## src/rtl/cmd_pkg.sv

```systemverilog
// Shared types and constants for the host command path: RX/TX framing
// states, decoder opcodes and response codes.
package cmd_pkg;

    typedef enum logic [1:0] {
        B1,
        B2,
        B3,
        HOLD
    } rx_state_t;

    typedef enum logic {
        TX_IDLE,
        TX_BUSY
    } tx_state_t;

    // Opcodes carried in cmd[23:16]
    localparam logic [7:0] DUMP_CH  = 8'h01;
    localparam logic [7:0] CFG_GAIN = 8'h02;
    localparam logic [7:0] TRIG_LVL = 8'h03;
    localparam logic [7:0] TRIG_POS = 8'h04;
    localparam logic [7:0] SET_DEC  = 8'h05;
    localparam logic [7:0] TRIG_CFG = 8'h06;
    localparam logic [7:0] SET_MASK = 8'h07;
    localparam logic [7:0] EEP_WRT  = 8'h08;
    localparam logic [7:0] EEP_RD   = 8'h09;

    // Single-byte responses returned by the decoder
    localparam logic [7:0] POS_ACK  = 8'hA5;
    localparam logic [7:0] NEG_ACK  = 8'hEE;

endpackage

```

## src/rtl/resp_tx_ctrl.sv

```systemverilog
// Response transmit controller: latches one response byte, kicks the UART
// transmitter and reports completion back to the decoder.
module resp_tx_ctrl
    import cmd_pkg::*;
(
    input  logic       clk,
    input  logic       rst_n,
    input  logic       send_resp_i,
    input  logic [7:0] resp_data_i,
    input  logic       tx_done_i,
    output logic [7:0] tx_data_o,
    output logic       trmt_o,
    output logic       resp_sent_o
);

    tx_state_t  state_q, state_d;
    logic [7:0] tx_data_q, tx_data_d;
    logic       trmt_q, trmt_d;
    logic       resp_sent_q, resp_sent_d;

    // State and registered outputs
    always_ff @(posedge clk or negedge rst_n) begin
        if (!rst_n) begin
            state_q     <= TX_IDLE;
            tx_data_q   <= '0;
            trmt_q      <= 1'b0;
            resp_sent_q <= 1'b0;
        end else begin
            state_q     <= state_d;
            tx_data_q   <= tx_data_d;
            trmt_q      <= trmt_d;
            resp_sent_q <= resp_sent_d;
        end
    end

    // Next state: accept a request only when idle, finish on tx_done only when busy
    always_comb begin
        state_d     = state_q;
        tx_data_d   = tx_data_q;
        trmt_d      = 1'b0;
        resp_sent_d = 1'b0;
        unique case (state_q)
            TX_IDLE: begin
                if (send_resp_i) begin
                    tx_data_d = resp_data_i;
                    trmt_d    = 1'b1;
                    state_d   = TX_BUSY;
                end
            end
            TX_BUSY: begin
                if (tx_done_i) begin
                    resp_sent_d = 1'b1;
                    state_d     = TX_IDLE;
                end
            end
            default: state_d = TX_IDLE;
        endcase
    end

    assign tx_data_o   = tx_data_q;
    assign trmt_o      = trmt_q;
    assign resp_sent_o = resp_sent_q;

endmodule

```

## src/rtl/cmd_resp_bridge.sv

```systemverilog
// Host framing bridge: assembles three UART bytes into a 24-bit command with
// an inter-byte timeout, and forwards the decoder's response byte to the UART.
module cmd_resp_bridge
    import cmd_pkg::*;
#(
    parameter int unsigned TIMEOUT_CYC = 50000,
    parameter int unsigned CNT_W       = 16
) (
    input  logic        clk,
    input  logic        rst_n,
    input  logic        rx_rdy,
    input  logic [7:0]  rx_data,
    output logic        clr_rx_rdy,
    output logic [23:0] cmd,
    output logic        cmd_rdy,
    input  logic        clr_cmd_rdy,
    input  logic        send_resp,
    input  logic [7:0]  resp_data,
    output logic        resp_sent,
    output logic [7:0]  tx_data,
    output logic        trmt,
    input  logic        tx_done
);

    localparam logic [CNT_W-1:0] TO_LAST = CNT_W'(TIMEOUT_CYC - 1);

    rx_state_t         state_q, state_d;
    logic [23:0]       cmd_q, cmd_d;
    logic              cmd_rdy_q, cmd_rdy_d;
    logic              clr_rx_rdy_q, clr_rx_rdy_d;
    logic [CNT_W-1:0]  cnt_q, cnt_d;
    logic              take;

    // A byte is taken only when the previous clear is not still in flight,
    // since rx_rdy is still high during the clr_rx_rdy cycle.
    assign take = rx_rdy && !clr_rx_rdy_q;

    // RX state, command register, handshake outputs and timeout counter
    always_ff @(posedge clk or negedge rst_n) begin
        if (!rst_n) begin
            state_q      <= B1;
            cmd_q        <= '0;
            cmd_rdy_q    <= 1'b0;
            clr_rx_rdy_q <= 1'b0;
            cnt_q        <= '0;
        end else begin
            state_q      <= state_d;
            cmd_q        <= cmd_d;
            cmd_rdy_q    <= cmd_rdy_d;
            clr_rx_rdy_q <= clr_rx_rdy_d;
            cnt_q        <= cnt_d;
        end
    end

    // Framing: capture byte per state, time out partial frames, hold until cleared
    always_comb begin
        state_d      = state_q;
        cmd_d        = cmd_q;
        cmd_rdy_d    = cmd_rdy_q;
        clr_rx_rdy_d = 1'b0;
        cnt_d        = cnt_q;
        unique case (state_q)
            B1: begin
                if (take) begin
                    cmd_d[23:16] = rx_data;
                    clr_rx_rdy_d = 1'b1;
                    cnt_d        = '0;
                    state_d      = B2;
                end
            end
            B2: begin
                if (take) begin
                    cmd_d[15:8]  = rx_data;
                    clr_rx_rdy_d = 1'b1;
                    cnt_d        = '0;
                    state_d      = B3;
                end else if (cnt_q == TO_LAST) begin
                    state_d = B1;
                end else begin
                    cnt_d = cnt_q + 1'b1;
                end
            end
            B3: begin
                if (take) begin
                    cmd_d[7:0]   = rx_data;
                    clr_rx_rdy_d = 1'b1;
                    cnt_d        = '0;
                    cmd_rdy_d    = 1'b1;
                    state_d      = HOLD;
                end else if (cnt_q == TO_LAST) begin
                    state_d = B1;
                end else begin
                    cnt_d = cnt_q + 1'b1;
                end
            end
            HOLD: begin
                if (clr_cmd_rdy) begin
                    cmd_rdy_d = 1'b0;
                    state_d   = B1;
                end
            end
            default: state_d = B1;
        endcase
    end

    assign cmd        = cmd_q;
    assign cmd_rdy    = cmd_rdy_q;
    assign clr_rx_rdy = clr_rx_rdy_q;

    resp_tx_ctrl u_resp_tx_ctrl (
        .clk         (clk),
        .rst_n       (rst_n),
        .send_resp_i (send_resp),
        .resp_data_i (resp_data),
        .tx_done_i   (tx_done),
        .tx_data_o   (tx_data),
        .trmt_o      (trmt),
        .resp_sent_o (resp_sent)
    );

endmodule
```

## config.mk

```make
export PLATFORM = sky130hd
export DESIGN_NAME = cmd_resp_bridge
export DESIGN_NICKNAME = d
export VERILOG_FILES = /design/src/rtl/cmd_pkg.sv /design/src/rtl/resp_tx_ctrl.sv /design/src/rtl/cmd_resp_bridge.sv
export SDC_FILE = /design/constraint.sdc
export NUM_CORES = 1
export LEC_CHECK = 0
export CAP_MARGIN = 20
export CELL_PAD_IN_SITES_DETAIL_PLACEMENT = 0
export CELL_PAD_IN_SITES_GLOBAL_PLACEMENT = 2
export CORE_ASPECT_RATIO = 0.5
export CORE_MARGIN = 2
export CORE_UTILIZATION = 33
export CTS_BUF_LIST = sky130_fd_sc_hd__clkbuf_16
export DETAILED_ROUTE_END_ITERATION = 16
export GPL_TIMING_DRIVEN = 0
export PLACE_DENSITY = 0.85
export SYNTH_ARGS = -nofsm -noshare
export SYNTH_HDL_FRONTEND = slang
export SYNTH_HIERARCHICAL = 1
export SYNTH_SLANG_ARGS = --single-unit
```

## constraint.sdc

```tcl
create_clock -name clk -period 2.3 [get_ports clk]
set_clock_uncertainty 0.15 [all_clocks]
set_input_delay 0.69 -clock clk [delete_from_list [all_inputs] [get_ports clk]]
set_output_delay 0.69 -clock clk [all_outputs]
set_load 0.03 [all_outputs]
```

==> reports/qor.yml <==
placed_design:
  dp_hpwl_um: 4100
  gp_congestion: 0.737
  portBuffers: 57
floorplan:
  fp-row-count: 22
  design.core.area_um2: 7380
  dieArea_um2: 8410
  die_w_um: 128
  pin_count: 58
  initial_core_util_pct: 34.2
  chipHeight_um: 65.9
timing:
  max_slew_margin_pct: 49.0
  fin_crit_sh_pct: 95.1
  setup_violations: 0
  rsz0062_at_grt: "no"
  finalHoldViolations: 0
  fmax_mhz: 457
  fin_crit_ns: 2.19
  holdWs_ns: 0.318
  finalMaxSlewViolations: 0
  worst_pin_slew_ns: 0.766
routing:
  drt-total-wl_um: 5530
  vias: 1812
  wl_per_cell_um: 15.1
  routed_via_density: 4.96
  first_pass_iters: 4
  remaining_drc_errors: 0
  drt_iter0_drc: 91
  drtAntennaViolNets: 0
clocking:
  postCtsSetupRepairBufs: 0
  insertion_delay_ns: 0.29
  clock-sinks: 55
  root_buffer: "clkbuf_16"
  cts_buffer_depth: 2
  cts_hold_buf: 0
  h-tree-depth: 2
  clkSlewWorstSetupHoldPaths_ns: 0.07
  cts_tree: "yes"
  cts_buffers: 5
worst_setup_path:
  crit_required_ns: 1.46
  crit_buf_inv: 1
  worstSetupStartpointType: "flop"
  critPathMaxStageDelay_ns: 0.70
  crit_type: "flop to output pin"
  cpMaxStageDelayCell: "clkdlybuf4s50_1"
  path_cells: "clkdlybuf4s50_1"
  critical_path.max_fanout: 2
  cp_data_arrival_time_ns: 1.35
  end_kind: "output pin"
  crit_family: "buffers and inverters"
global_route:
  grt_max_degree: 34
  track_usage_pct: 14.4
  grt_pass1_wl_um: 9540
  antenna_found_initial: 0
  grt_pass1_vias: 1951
  overflow: 0
synthesis:
  syn_avg_cell_area_um2: 12.4
  synth_area_leaders: "dfrtp_1 (55%), mux2_2 (11%), mux2_4 (4.8%), ha_1 (3.5%), nand2_1 (2.7%)"
  syn-cell-area_um2: 2520
  syn-num-nets: 233
  ys_seq_elements: 55
  synthCells: 204
  ys_seq_area_share_pct: 54.5
  ys_warn_count: 6
  synth_cell_types: 40
  post-synth-top-area-cell: "dfrtp_1"
  synth_top_area_share_pct: 54.5
pwr:
  internal_power_mw: 2.66
  power_leakage_nw: 1.44
  pwr-share-clk_pct: 20.2
  power_density_nw_per_um2: 1240
  power_frac_comb_pct: 45.8
  p_switching_mw: 1.58
  seq_power_share_pct: 33.9
  p_sw_share_pct: 37.2
  ir_drop_mv: 0.745
outcome:
  status: "complete, no violations"
hold_path:
  min_path_type: "input pin to asynchronous set/reset pin"
finish:
  area_growth_pct: 35.3
  layout-drive-gt1-share_pct: 20.1
  insertedDiodeCount: 0
  final.fill_count: 655
  finish.utilization_pct: 46.3
  nets: 297
flow_run:
  maxCapViolations: 0
cell families (layout without fill, tap and decap cells):
group | after synthesis | after routing | share of synthesized area, %
AOI/OAI and AO/OA | 32 | 32 | 8.08
DFF | 55 | 55 | 54.5
adders and majority gates | 7 | 7 | 3.47
muxes | 37 | 37 | 17.4
and+or+nand+nor | 62 | 62 | 13.9
xor gates and xnor gates | 2 | 2 | 0.694
buffers and inverters | 9 | 74 | 1.93
state kept, by name, summed over array words and instances, names as in the netlist:
| register | count |
|---|---|
| u_resp_tx_ctrl/resp_sent_o | 1 |
| clr_rx_rdy | 1 |
| cmd | 24 |
| u_resp_tx_ctrl/state_q | 1 |
| u_resp_tx_ctrl/trmt_o | 1 |
| state_q | 2 |
| cmd_rdy | 1 |
| cnt_q | 16 |
| u_resp_tx_ctrl/tx_data_o | 8 |
worst paths after layout:
| check | start | endpoint | slack, ns | cells past startpoint |
|---|---|---|---|---|
| max | cmd[15]$_DFFE_PN0P_ | cmd[15] | 0.11 | 1 |
| min | rst_n | u_resp_tx_ctrl/tx_data_o[6]$_DFFE_PN0P_ | 0.32 | 1 |
| max reg2reg | state_q[1]$_DFFE_PN0P_ | cnt_q[13]$_DFFE_PN0P_ | 0.14 | 5 |
| min reg2reg | cmd[4]$_DFFE_PN0P_ | cmd[4]$_DFFE_PN0P_ | 0.35 | 1 |
| max in group asynchronous | rst_n | cnt_q[1]$_DFFE_PN0P_ | 1.11 | 2 |
| min in group clk | cmd[4]$_DFFE_PN0P_ | cmd[4]$_DFFE_PN0P_ | 0.35 | 1 |
per-stage QoR:
stage	setup WS [ns]	instances	TNS [ns]	total power [mW]	cell area, um^2
3_3_place_gp	-1.23	357	-79.84	3.34	3220
4_1_cts	0.0650	366	0	4.27	3410
2_1_floorplan	0.296	204	0	2.61	2520
6_report	0.112	365	0	4.24	3420
3_5_place_dp	-0.393	358	-13.07	3.40	3240
5_1_grt	0.0260	365	0	4.48	3420
cell usage in the layout, fill, tap and decap left out, types with 3 or more instances in the layout:
master / count
clkbuf_16: 5
o31ai_1: 3
or3_1: 6
mux2_2: 24
a21oi_1: 13
mux2i_1: 5
o21ai_0: 6
nand4_1: 3
clkdlybuf4s50_1: 55
dfrtp_1: 55
ha_1: 5
inv_1: 4
mux2_4: 8
nand3_1: 6
nand2_1: 18
nand2b_1: 3
nor2_1: 9
final cells by class:
| class | instances | area (um^2) | share of cell area (%) |
|---|---|---|---|
| multi-input combinational | 140 | 1110 | 32.6 |
| tap | 96 | 120 | 3.52 |
| clock buffer | 5 | 125 | 3.66 |
| sequential | 55 | 1380 | 40.3 |
| buffer | 4 | 31.3 | 0.916 |
| inverter | 4 | 15.0 | 0.440 |
| timing repair buffer | 58 | 592 | 17.3 |
| clock inverter | 3 | 42.5 | 1.25 |
cell usage after synthesis, drive strengths merged:
| cell | instances |
|---|---|
| a2111oi | 1 |
| a211o | 2 |
| a21o | 2 |
| a21oi | 13 |
| and2 | 1 |
| and3 | 1 |
| and4 | 1 |
| buf | 2 |
| clkbuf | 3 |
| dfrtp | 55 |
| ha | 7 |
| inv | 4 |
| mux2 | 32 |
| mux2i | 5 |
| nand2 | 18 |
| nand2b | 4 |
| nand3 | 6 |
| nand3b | 2 |
| nand4 | 3 |
| nand4b | 1 |
| nor2 | 9 |
| nor2b | 3 |
| nor4 | 1 |
| nor4b | 1 |
| nor4bb | 2 |
| o21ai | 6 |
| o21ba | 1 |
| o21bai | 2 |
| o22ai | 1 |
| o2bb2ai | 1 |
| o31ai | 3 |
| or3 | 7 |
| or4 | 2 |
| xnor2 | 2 |
power groups by stage:
stage / clock network [mW] / logic (mW) / registers, mW
final: 0.856 / 1.94 / 1.44
after global placement: 0 / 1.90 / 1.44
after CTS: 0.876 / 1.95 / 1.44
after floorplan: 0 / 0.644 / 1.96
after detailed placement: 0 / 1.94 / 1.46
after global routing: 0.932 / 2.08 / 1.47
per-layer routing:
layer	GRT usage [%]	up-vias	routed length [um]	share of wire [%]
met5	0	-	0	0
met4	4.81	0	73	1.3
met3	3.56	6	165	3.0
met2	25.2	22	2790	50
met1	17.8	922	2500	45
li1	-	862	-	-
what timing repair did:
| item | CTS | global route |
|---|---|---|
| setup endpoints to repair | 34 | 2 |
| resized for setup | 4 | 2 |
| gates cloned | 0 | 0 |
Power figures use the tool's default switching activity.
